$ cat src/rtl/seg_pkg.sv
// ---------------------------------------------------------------------------
// seg_pkg
//  Shared definitions for the seven-segment display blocks.
//  - seg_t       : segment vector {g,f,e,d,c,b,a}, bit 0 = segment a
//  - SEG_0..SEG_F: active-high glyphs for the sixteen hex digits
//  - SEG_OFF     : all segments dark (active-high)
//  - hex_to_seg  : nibble -> active-high glyph
// Polarity conversion for the board pins is done by the users of this
// package; every constant here is active-high.
// ---------------------------------------------------------------------------
package seg_pkg;

    typedef logic [6:0] seg_t;

    // Width of one displayed digit in the packed input bus.
    localparam int NIBBLE_W = 4;

    //                            gfedcba
    localparam seg_t SEG_0   = 7'b0111111;
    localparam seg_t SEG_1   = 7'b0000110;
    localparam seg_t SEG_2   = 7'b1011011;
    localparam seg_t SEG_3   = 7'b1001111;
    localparam seg_t SEG_4   = 7'b1100110;
    localparam seg_t SEG_5   = 7'b1101101;
    localparam seg_t SEG_6   = 7'b1111101;
    localparam seg_t SEG_7   = 7'b0000111;
    localparam seg_t SEG_8   = 7'b1111111;
    localparam seg_t SEG_9   = 7'b1101111;
    localparam seg_t SEG_A   = 7'b1110111;
    localparam seg_t SEG_B   = 7'b1111100;
    localparam seg_t SEG_C   = 7'b0111001;
    localparam seg_t SEG_D   = 7'b1011110;
    localparam seg_t SEG_E   = 7'b1111001;
    localparam seg_t SEG_F   = 7'b1110001;
    localparam seg_t SEG_OFF = 7'b0000000;

    // Standard hex glyphs; b and d are lower case so they are not
    // confused with 8 and 0 on a seven-segment digit.
    function automatic seg_t hex_to_seg(input logic [3:0] nibble);
        seg_t glyph;
        case (nibble)
            4'h0:    glyph = SEG_0;
            4'h1:    glyph = SEG_1;
            4'h2:    glyph = SEG_2;
            4'h3:    glyph = SEG_3;
            4'h4:    glyph = SEG_4;
            4'h5:    glyph = SEG_5;
            4'h6:    glyph = SEG_6;
            4'h7:    glyph = SEG_7;
            4'h8:    glyph = SEG_8;
            4'h9:    glyph = SEG_9;
            4'hA:    glyph = SEG_A;
            4'hB:    glyph = SEG_B;
            4'hC:    glyph = SEG_C;
            4'hD:    glyph = SEG_D;
            4'hE:    glyph = SEG_E;
            4'hF:    glyph = SEG_F;
            default: glyph = SEG_OFF;
        endcase
        return glyph;
    endfunction

endpackage

$ cat src/rtl/scan_tick_gen.sv
// ---------------------------------------------------------------------------
// scan_tick_gen
//  Free-running prescaler. Counts every clock and wraps; tick marks the
//  last count of each 2**DIV_BITS period so a consumer can advance state
//  on the same edge the counter returns to zero.
// Ports
//  clk    in   1         system clock
//  clr_n  in   1         asynchronous active-low reset
//  cnt    out  DIV_BITS  current prescaler count (0 after reset)
//  tick   out  1         high while cnt is all ones
// ---------------------------------------------------------------------------
module scan_tick_gen #(
    parameter int DIV_BITS = 18
) (
    input  logic                clk,
    input  logic                clr_n,
    output logic [DIV_BITS-1:0] cnt,
    output logic                tick
);

    // Plain binary up-counter; natural overflow provides the wrap.
    always_ff @(posedge clk or negedge clr_n) begin
        if (!clr_n) begin
            cnt <= '0;
        end else begin
            cnt <= cnt + DIV_BITS'(1);
        end
    end

    assign tick = &cnt;

endmodule

$ cat src/rtl/seven_seg_scanner.sv
// ---------------------------------------------------------------------------
// seven_seg_scanner
//  Multiplexed seven-segment driver. Scans NUM_DIGITS hex digits onto one
//  shared set of segment lines, one digit slot per 2**DIV_BITS clocks.
//  Inputs are captured into shadow registers once per frame so a display
//  never shows a mix of old and new digits. Supports per-digit blanking
//  and decimal point, leading-zero suppression, PWM brightness and a
//  selectable pin polarity.
// Parameters
//  NUM_DIGITS  digits scanned (1..16, any value)
//  DIV_BITS    prescaler width; slot length = 2**DIV_BITS clocks
//  PWM_BITS    brightness resolution, must be smaller than DIV_BITS
//  ACTIVE_LOW  1: an/out/dp active-low, 0: active-high
// Ports
//  clk          in   1             system clock
//  clr_n        in   1             asynchronous active-low reset
//  in           in   4*NUM_DIGITS  hex nibbles, digit i = in[4i+3:4i]
//  dp_in        in   NUM_DIGITS    decimal point request per digit
//  blank        in   NUM_DIGITS    1 = digit dark
//  lz_en        in   1             suppress leading zeros
//  bright       in   PWM_BITS      brightness, all ones = always on
//  an           out  NUM_DIGITS    digit enables
//  out          out  7             segments {g,f,e,d,c,b,a}
//  dp           out  1             decimal point segment
//  frame_start  out  1             one-cycle pulse when a snapshot is taken
// ---------------------------------------------------------------------------
module seven_seg_scanner
    import seg_pkg::*;
#(
    parameter int NUM_DIGITS = 8,
    parameter int DIV_BITS   = 18,
    parameter int PWM_BITS   = 3,
    parameter int ACTIVE_LOW = 1
) (
    input  logic                       clk,
    input  logic                       clr_n,
    input  logic [4*NUM_DIGITS-1:0]    in,
    input  logic [NUM_DIGITS-1:0]      dp_in,
    input  logic [NUM_DIGITS-1:0]      blank,
    input  logic                       lz_en,
    input  logic [PWM_BITS-1:0]        bright,
    output logic [NUM_DIGITS-1:0]      an,
    output logic [6:0]                 out,
    output logic                       dp,
    output logic                       frame_start
);

    localparam int IDX_W = (NUM_DIGITS > 1) ? $clog2(NUM_DIGITS) : 1;
    localparam logic [IDX_W-1:0] LAST_IDX = IDX_W'(NUM_DIGITS - 1);

    // XOR mask turning the internal active-high view into pin levels; the
    // same value is the inactive pin level used at reset and in dark slots.
    localparam logic POL = (ACTIVE_LOW != 0);

    logic [DIV_BITS-1:0]   cnt;
    logic                  tick;
    logic [IDX_W-1:0]      idx;
    logic                  frame_tick;

    logic [NIBBLE_W-1:0]   nib_sh [NUM_DIGITS];
    logic [NUM_DIGITS-1:0] dp_sh;
    logic [NUM_DIGITS-1:0] blank_sh;
    logic                  lz_sh;

    logic [NUM_DIGITS-1:0] suppress;
    logic                  zero_run;
    logic                  pwm_on;
    logic                  slot_lit;
    logic [NUM_DIGITS-1:0] an_on;
    seg_t                  seg_on;
    logic                  dp_on;

    scan_tick_gen #(
        .DIV_BITS (DIV_BITS)
    ) u_tick_gen (
        .clk   (clk),
        .clr_n (clr_n),
        .cnt   (cnt),
        .tick  (tick)
    );

    // The last slot of a frame ends on this tick; it is the single point
    // where the digit index wraps and the shadow registers reload.
    assign frame_tick = tick && (idx == LAST_IDX);

    // Digit index advances once per slot and wraps explicitly so that a
    // non-power-of-two digit count never visits an unused index.
    always_ff @(posedge clk or negedge clr_n) begin
        if (!clr_n) begin
            idx <= '0;
        end else if (tick) begin
            if (idx == LAST_IDX) begin
                idx <= '0;
            end else begin
                idx <= idx + IDX_W'(1);
            end
        end
    end

    // Frame snapshot. Blank resets to all ones so nothing lights until the
    // first full frame has been captured; frame_start is high for the one
    // cycle in which the freshly captured values become visible.
    always_ff @(posedge clk or negedge clr_n) begin
        if (!clr_n) begin
            for (int i = 0; i < NUM_DIGITS; i++) begin
                nib_sh[i] <= '0;
            end
            dp_sh       <= '0;
            blank_sh    <= '1;
            lz_sh       <= 1'b0;
            frame_start <= 1'b0;
        end else begin
            frame_start <= frame_tick;
            if (frame_tick) begin
                for (int i = 0; i < NUM_DIGITS; i++) begin
                    nib_sh[i] <= in[NIBBLE_W*i +: NIBBLE_W];
                end
                dp_sh    <= dp_in;
                blank_sh <= blank;
                lz_sh    <= lz_en;
            end
        end
    end

    // Leading-zero suppression: walk down from the most significant digit
    // and keep suppressing while every digit seen so far is zero. Digit 0
    // is never part of the walk so a value of zero still shows "0".
    always_comb begin
        suppress = '0;
        zero_run = 1'b1;
        for (int i = NUM_DIGITS - 1; i >= 1; i--) begin
            zero_run    = zero_run && (nib_sh[i] == 4'h0);
            suppress[i] = lz_sh && zero_run;
        end
    end

    // Comparing the whole count against {bright, all ones} is the same as
    // comparing the top PWM_BITS of cnt against bright, and it makes the
    // all-ones brightness setting always on.
    assign pwm_on = (cnt <= {bright, {(DIV_BITS - PWM_BITS){1'b1}}});

    assign slot_lit = !blank_sh[idx] && !suppress[idx] && pwm_on;

    // Active-high view of the next output state: at most one enable bit,
    // and segments/dp only while the slot is lit.
    always_comb begin
        an_on  = '0;
        seg_on = SEG_OFF;
        dp_on  = 1'b0;
        if (slot_lit) begin
            an_on[idx] = 1'b1;
            seg_on     = hex_to_seg(nib_sh[idx]);
            dp_on      = dp_sh[idx];
        end
    end

    // Registered pins. Reset drives the inactive level directly, so an
    // asynchronous reset can never pass through an active level.
    always_ff @(posedge clk or negedge clr_n) begin
        if (!clr_n) begin
            an  <= {NUM_DIGITS{POL}};
            out <= {7{POL}};
            dp  <= POL;
        end else begin
            an  <= an_on ^ {NUM_DIGITS{POL}};
            out <= seg_on ^ {7{POL}};
            dp  <= dp_on ^ POL;
        end
    end

endmodule

$ cat config.mk
export PLATFORM = sky130hd
export DESIGN_NAME = seven_seg_scanner
export DESIGN_NICKNAME = d
export VERILOG_FILES = /design/src/rtl/seg_pkg.sv /design/src/rtl/scan_tick_gen.sv /design/src/rtl/seven_seg_scanner.sv
export SDC_FILE = /design/constraint.sdc
export NUM_CORES = 1
export LEC_CHECK = 0
export BUFFER_PORTS_ARGS = -buffer_cell sky130_fd_sc_hd__buf_4
export CAP_MARGIN = 10
export CORE_ASPECT_RATIO = 0.8
export CORE_MARGIN = 5
export CORE_UTILIZATION = 56
export DETAILED_ROUTE_END_ITERATION = 8
export HOLD_SLACK_MARGIN = 0.12
export PLACE_DENSITY_LB_ADDON = 0.2
export SETUP_SLACK_MARGIN = 0.1
export SYNTH_ARGS = -nofsm -noshare
export SYNTH_HDL_FRONTEND = slang
export SYNTH_HIERARCHICAL = 1
export SYNTH_SLANG_ARGS = --single-unit
$ cat constraint.sdc
create_clock -name clk -period 2.75 [get_ports clk]
set_input_delay 0.55 -clock clk [delete_from_list [all_inputs] [get_ports clk]]
set_output_delay 0.55 -clock clk [all_outputs]
set_load 0.05 [all_outputs]
==> results of run 1 <==
[worst max-delay path by stage]
| stage | from | end | slack (ns) | depth (start not counted) |
|---|---|---|---|---|
| 2_1_floorplan | idx[1]$_DFFE_PN0P_ | out[0]$_DFF_PN1_ | 0.41 | 9 |
| 4_1_cts | idx[2]$_DFFE_PN0P_ | out[3]$_DFF_PN1_ | 0.33 | 7 |
| 3_5_place_dp | idx[2]$_DFFE_PN0P_ | out[3]$_DFF_PN1_ | 0.36 | 7 |
| 3_3_place_gp | idx[2]$_DFFE_PN0P_ | out[3]$_DFF_PN1_ | 0.38 | 7 |
| 5_1_grt | idx[2]$_DFFE_PN0P_ | out[3]$_DFF_PN1_ | 0.16 | 7 |
| 6_report | idx[2]$_DFFE_PN0P_ | out[3]$_DFF_PN1_ | 0.31 | 7 |
[cell usage in the layout (no fill, tap or decap), types with 3 or more instances in the layout]
master | synthesis | routed
ha_1 | 12 | 12
o211ai_1 | 3 | 3
a21oi_1 | 5 | 5
nor3_1 | 4 | 4
and3_1 | 3 | 3
xnor2_1 | 11 | 11
dfrtp_1 | 63 | 63
nand3_1 | 10 | 10
nand3b_1 | 6 | 6
xor2_1 | 5 | 5
and2_1 | 3 | 3
mux2_2 | 54 | 54
clkbuf_1 | 2 | 3
nand2_1 | 17 | 16
nor2_1 | 8 | 8
mux2i_1 | 6 | 6
clkbuf_8 | 0 | 9
mux4_2 | 9 | 9
buf_4 | 1 | 84
nand4_1 | 4 | 4
dfstp_2 | 24 | 24
nor4_1 | 6 | 6
inv_1 | 11 | 11
[metal layers]
layer / GRT usage / vias to the layer above / part of all wire
met1: 0.290 / 1374 / 0.46
met4: 0.0453 / 0 / 0.0093
li1: - / 1304 / -
met3: 0.0393 / 10 / 0.059
met2: 0.311 / 99 / 0.47
met5: 0 / - / 0
[Yosys cell counts (all sizes together) (2+ instances only)]
library cell / number / area (um^2)
mux2i: 7 / 73.8
nand4b: 2 / 17.5
nand2: 17 / 63.8
dfstp: 24 / 631
mux4: 9 / 203
a21oi: 5 / 25.0
inv: 11 / 41.3
nor3: 7 / 56.3
and2: 3 / 18.8
a21o: 2 / 15.0
nor2: 8 / 30.0
o221ai: 2 / 17.5
xnor2: 11 / 96.3
nand4: 7 / 80.1
buf: 13 / 73.8
dfrtp: 63 / 1580
nand3: 11 / 60.1
ha: 12 / 150
nand3b: 6 / 45.0
clkbuf: 2 / 7.51
nor4: 6 / 37.5
and3: 3 / 18.8
o211ai: 3 / 22.5
mux2: 55 / 623
xor2: 5 / 43.8
o21ai: 4 / 20.0
[registers in the layout, summed over array words and instances (netlist names)]
| name | flops |
|---|---|
| frame_start | 1 |
| dp_sh | 8 |
| u_tick_gen/cnt | 18 |
| idx | 3 |
| nib_sh | 32 |
| dp | 1 |
| lz_sh | 1 |
| out | 7 |
| blank_sh | 8 |
| an | 8 |
[power breakdown]
group | total, mW | switching [mW] | internal [mW]
Sequential | 1.37 | 0.0312 | 1.34
Clock | 0.904 | 0.428 | 0.475
Combinational | 0.235 | 0.116 | 0.119
[through the flow]
step	cells	setup WS (ns)	cell area [um^2]	hold WS [ns]
2_1_floorplan	314	0.414	4200	0.254
3_3_place_gp	473	0.383	4860	0.481
3_5_place_dp	473	0.362	4860	0.494
4_1_cts	489	0.334	5060	0.363
5_1_grt	489	0.155	5060	0.394
6_report	489	0.308	5060	0.323
[area by class of cell]
cell class,instances,share of cell area
flip-flops and latches,87,0.436
inverters,11,0.00815
multi-input cells,201,0.369
clock inverters,3,0.00840
repair buffers,84,0.125
clock buffers,13,0.0316
well taps,90,0.0222
[cells by family (layout without fill, tap and decap cells)]
kind of cell | Yosys count | after routing | share of synthesized area
mux | 71 | 71 | 0.214
fa+ha+maj | 12 | 12 | 0.0358
flops | 87 | 87 | 0.526
buf+inv | 26 | 111 | 0.0292
compound gates | 26 | 26 | 0.0483
xor+xnor | 16 | 16 | 0.0334
simple gates | 76 | 76 | 0.113
==> results.md, run 1 <==
- Status: completed
- I/O Buffers: 70
- Synth warn: 6
- R2r worst-path depth: 7
- R2R Setup Slk: 0.31 ns
- Worst min-delay path category: input pin to async pin
- CTS-repair resized insts: 0
- Multi-input gate area: 1870 um^2
- Register area: approximately 2200 um^2
- Final Slew Violations: 0
- CP cell instances: mux2i_1, mux4_2, nand2_1, inv_1, ha_1, o211a_1, o21ai_1
- Via Count: 2787
- Total of max-cap violations: 0
- Fin. Hold Viols: 0
- Nets@finish: 460
- RSZ-0062 raised after global routing: false
- Worst EP required: approximately 3.0 ns
- CTS tree: built
- Clk sinks: 87
- Clock latency on the worst-skew pair: between 0.3 and 0.4 ns
- Die ar.: 9340 um^2
- WP buf/inv: 1
- I/O Pins: 71
- Setup Buffers After CTS: 0
- Clock Skew: 0.00764 ns
- Max FO, Critical Path: 15
- Grt total ovfl: 0
- Number of synthesized flops with an enable pin: 0
- Pwr Density: 495 nW/um^2
- Worst-margin pin slew: 0.887 ns
- Slowest stage delay, CP: 0.68 ns
- CTS Buffer Depth: 2
- Avg WL per Cell: between 15 and 20 um
- Vias in the first global route: ~2900
- Drt pass-1 iters: 4
- Detailed Place HPWL: 6.46 mm
- Antenna cell count: 0
- Layout cells sized above 1: 0.489
- Hold-fix buffers, CTS: 0
- Leakage: 2.27 nW
- Vias per inst: 5.70
- Clk slew on worst S/H paths: 0.08 ns
- Seq/Total Area, Yosys: 0.526
- Die Wd: between 100 and 150 um
- Final GP Congestion: 0.889
- CTS root buf: clkbuf_8
- Row cnt: 28
- Area Growth Syn to Fin: 20.7%
- Post-Syn Area: 4200 um^2
- Final core utilization: 0.688
- Syn Area/Cell: ~13 um^2
- Core Region: around 7400 um^2
- Total power: approximately 2.5 mW
- Prevailing post-synth register cell: dfrtp_1
- Synthesized instance count: 314
- First-pass GRT wire length: 14.5 mm
- Final setup viols: 0
- CTS Buf Count: 9
- CP Capture Type: register
- Fraction of registers with async set/reset: 1.00
- Min cycle time layout: 2.44 ns
- Initial antenna violation count: 0
- Initial DRC count: 130
- WP data arrival: 2.71 ns
- Starting Density: 0.570
- Reg-to-reg endpoint: out[3]$_DFF_PN1_
- Register bit total from synthesis: 87
- DRC violations left: 0
- Synth unique cells: 53
- Crit path max-delay family: flip-flops
- Die height: a little under 90 um
- Post-Syn Nets: between 300 and 400
- Critical path's slowest cell: dfrtp_1
- Gr usage total: 0.199
- Crit Path Class: register to register
- # fillers: 551
- Crit path launch type: register
- Setup Total Neg Slack: 0 ns
- Routed WL: 8.61 mm
- Critical R2R Launch: idx[2]$_DFFE_PN0P_
- Max Fclk: 409 MHz
- Routed Antenna Nets: 0
- Crit share post-route: 0.888
- Largest net degree at the start of global routing: 73
- Slew HR: 0.409
- H-Tree Depth: 3
- VDD IR max: 0.320 mV
Power figures use the tool's default switching activity.
==> run 2, diff against run 1 <==
--- a/config.mk
+++ b/config.mk
@@ -9,7 +9,7 @@
 export CAP_MARGIN = 10
 export CORE_ASPECT_RATIO = 0.8
 export CORE_MARGIN = 5
-export CORE_UTILIZATION = 56
+export CORE_UTILIZATION = 40
 export DETAILED_ROUTE_END_ITERATION = 8
 export HOLD_SLACK_MARGIN = 0.12
 export PLACE_DENSITY_LB_ADDON = 0.2
==> results.md, run 2 (same netlist as run 1, synthesis figures left out) <==
- Status: completed
- Avg WL per Cell: 16.1 um (-8.3%)
- CTS Buffer Depth: 2 (unchanged)
- RSZ-0062 raised after global routing: false
- Clock latency on the worst-skew pair: 0.34 ns (about the same)
- Total of max-cap violations: 0 (unchanged)
- Setup Buffers After CTS: 0 (unchanged)
- Nets@finish: 459 (-0.22%)
- Register bank with the most flops: nib_sh
- Gr usage total: 0.143 (-0.0557)
- CP Capture Point: out[0]$_DFF_PN1_
- # fillers: 958 (+74%)
- Routed Antenna Nets: 0 (unchanged)
- Most frequent cells in the layout: 81 x buf_4, 63 x dfrtp_1, 54 x mux2_2, 24 x dfstp_2, 16 x nand2_1
- Core Region: 10200 um^2 (+39%)
- Worst EP required: 3.01 ns (about the same)
- Max FO, Critical Path: 15 (unchanged)
- I/O Buffers: 70 (unchanged)
- Most common cell after layout, fill and taps aside: buf_4
- Final Slew Violations: 0 (unchanged)
- Area Growth Syn to Fin: 24.3%
- Clock Skew: 0.00909 ns (+0.00145 ns)
- Detailed Place HPWL: 6.59 mm (+2.0%)
- CTS Buf Count: 9 (unchanged)
- Met1 Use GR: 0.203 (-0.0872)
- Setup Total Neg Slack: 0 ns (unchanged)
- Crit Path Class: register to register
- Fin. Hold Viols: 0 (unchanged)
- Crit share post-route: 0.885 (-0.00340)
- Layout cells sized above 1: 0.492 (+0.00374)
- Drt pass-1 iters: 4 (unchanged)
- Antenna cell count: 0 (unchanged)
- Initial DRC count: 121 (-6.9%)
- Clk sinks: 87 (unchanged)
- Max Fclk: 411 MHz (+0.38%)
- GR peak layer: met2
- Pwr Density: 522 nW/um^2 (+5.5%)
- WP data arrival: 2.70 ns (about the same)
- Hold-fix buffers, CTS: 0 (unchanged)
- Final GP Congestion: 0.844 (-5.0%)
- Die ar.: 12700 um^2 (+36%)
- Critical R2R Launch: idx[1]$_DFFE_PN0P_
- Leakage: 2.31 nW (+1.8%)
- Die height: 102 um (+16%)
- Row cnt: 33 (+18%)
- Worst-margin pin slew: 0.574 ns (-0.313 ns)
- Via Count: 2684 (-3.7%)
- Clk slew on worst S/H paths: 0.06 ns (-0.02 ns)
- Grt met3 use: 0.0490 (+0.00974)
- Die Wd: 125 um (+17%)
- Largest net degree at the start of global routing: 49 (-33%)
- Starting Density: 0.410 (-0.161)
- GR Layer Usage met2: 0.210 (-0.102)
- R2R Setup Slk: 0.32 ns (about the same)
- H-Tree Depth: 3 (unchanged)
- Max reg flops: 32 (unchanged)
- Final setup viols: 0 (unchanged)
- CTS root buf: clkbuf_16
- CTS-repair resized insts: 0 (unchanged)
- First-pass GRT wire length: 14.2 mm (-1.7%)
- I/O Pins: 71 (unchanged)
- DRC violations left: 0 (unchanged)
- Reg-to-reg endpoint: out[0]$_DFF_PN1_
- Final core utilization: 0.510 (-0.179)
- Largest registers: nib_sh x32, u_tick_gen/cnt x18
- Crit path launch type: register
- Grt total ovfl: 0 (unchanged)
- Initial antenna violation count: 0 (unchanged)
- Crit path from: idx[1]$_DFFE_PN0P_
- VDD IR max: 0.439 mV (+37%)
- Routed WL: 8.68 mm (+0.87%)
- Vias per inst: 4.99 (-12%)
- CP Capture Type: register
- Slew HR: 0.618 (+0.209)
- CTS tree: built
- Vias in the first global route: 2742 (-4.6%)
- R2r worst-path depth: 6 (-1)
- Worst min-delay path category: input pin to async pin
- Min cycle time layout: 2.43 ns (-0.00934 ns)
- Total power: 2.73 mW (+8.7%)
[run 2: changes by cell type in the layout (fill, tap and decap cells not counted), sizes merged]
cell / delta
clkbuf: -2
clkinv: +2
buf: -1
bufinv: -1
clkinvlp: +1
[run 2: worst max-delay path, cell delays in order, from the launching register on]
cell and delay, ns:
dfrtp_1 0.70, buf_4 0.27, mux4_2 0.53, mux2_2 0.34, and2_1 0.20, a21o_1 0.18
o21ai_1 0.14
[run 2: area by class of cell]
type	instances	area, um^2	area share
multi-input cells	201	1870	0.358
well taps	140	175	0.0336
inverters	11	41.3	0.00791
repair buffers	83	648	0.124
flip-flops and latches	87	2210	0.423
clock inverters	5	33.8	0.00647
clock buffers	11	243	0.0465
[run 2: how the worst min path moves through the flow]
stage / start / endpoint / slack [ns] / cells past startpoint
final: clr_n / nib_sh[15]$_DFFE_PN0P_ / 0.19 / 1
after global routing: clr_n / nib_sh[15]$_DFFE_PN0P_ / 0.24 / 1
after CTS: clr_n / nib_sh[3]$_DFFE_PN0P_ / 0.21 / 1
after detailed placement: dp_sh[7]$_DFFE_PN0P_ / dp_sh[7]$_DFFE_PN0P_ / 0.49 / 1
after global placement: u_tick_gen/cnt[14]$_DFF_PN0_ / u_tick_gen/cnt[14]$_DFF_PN0_ / 0.48 / 1
after floorplan: clr_n / dp_sh[0]$_DFFE_PN0P_ / 0.25 / 0
[run 2: through the flow]
stage	setup WS [ns]	instance area, um^2	hold slack [ns]	instances
2_1_floorplan	0.414	4200	0.254	314
3_3_place_gp	0.365	4940	0.485	522
3_5_place_dp	0.319	4940	0.490	522
4_1_cts	0.297	5220	0.212	538
5_1_grt	0.116	5220	0.237	538
6_report	0.317	5220	0.190	538
[run 2: report_power, final]
group          leakage, nW  internal (mW)  switching, mW
Sequential            1.02           1.34         0.0294
Clock                0.132          0.634          0.484
Combinational         1.16          0.120          0.118
[run 2: per-layer routing]
metal  wire length, um  part of all wire
met5                 0                 0
met4                75            0.0086
met3               401             0.046
met2              3850              0.44
met1              4360              0.50
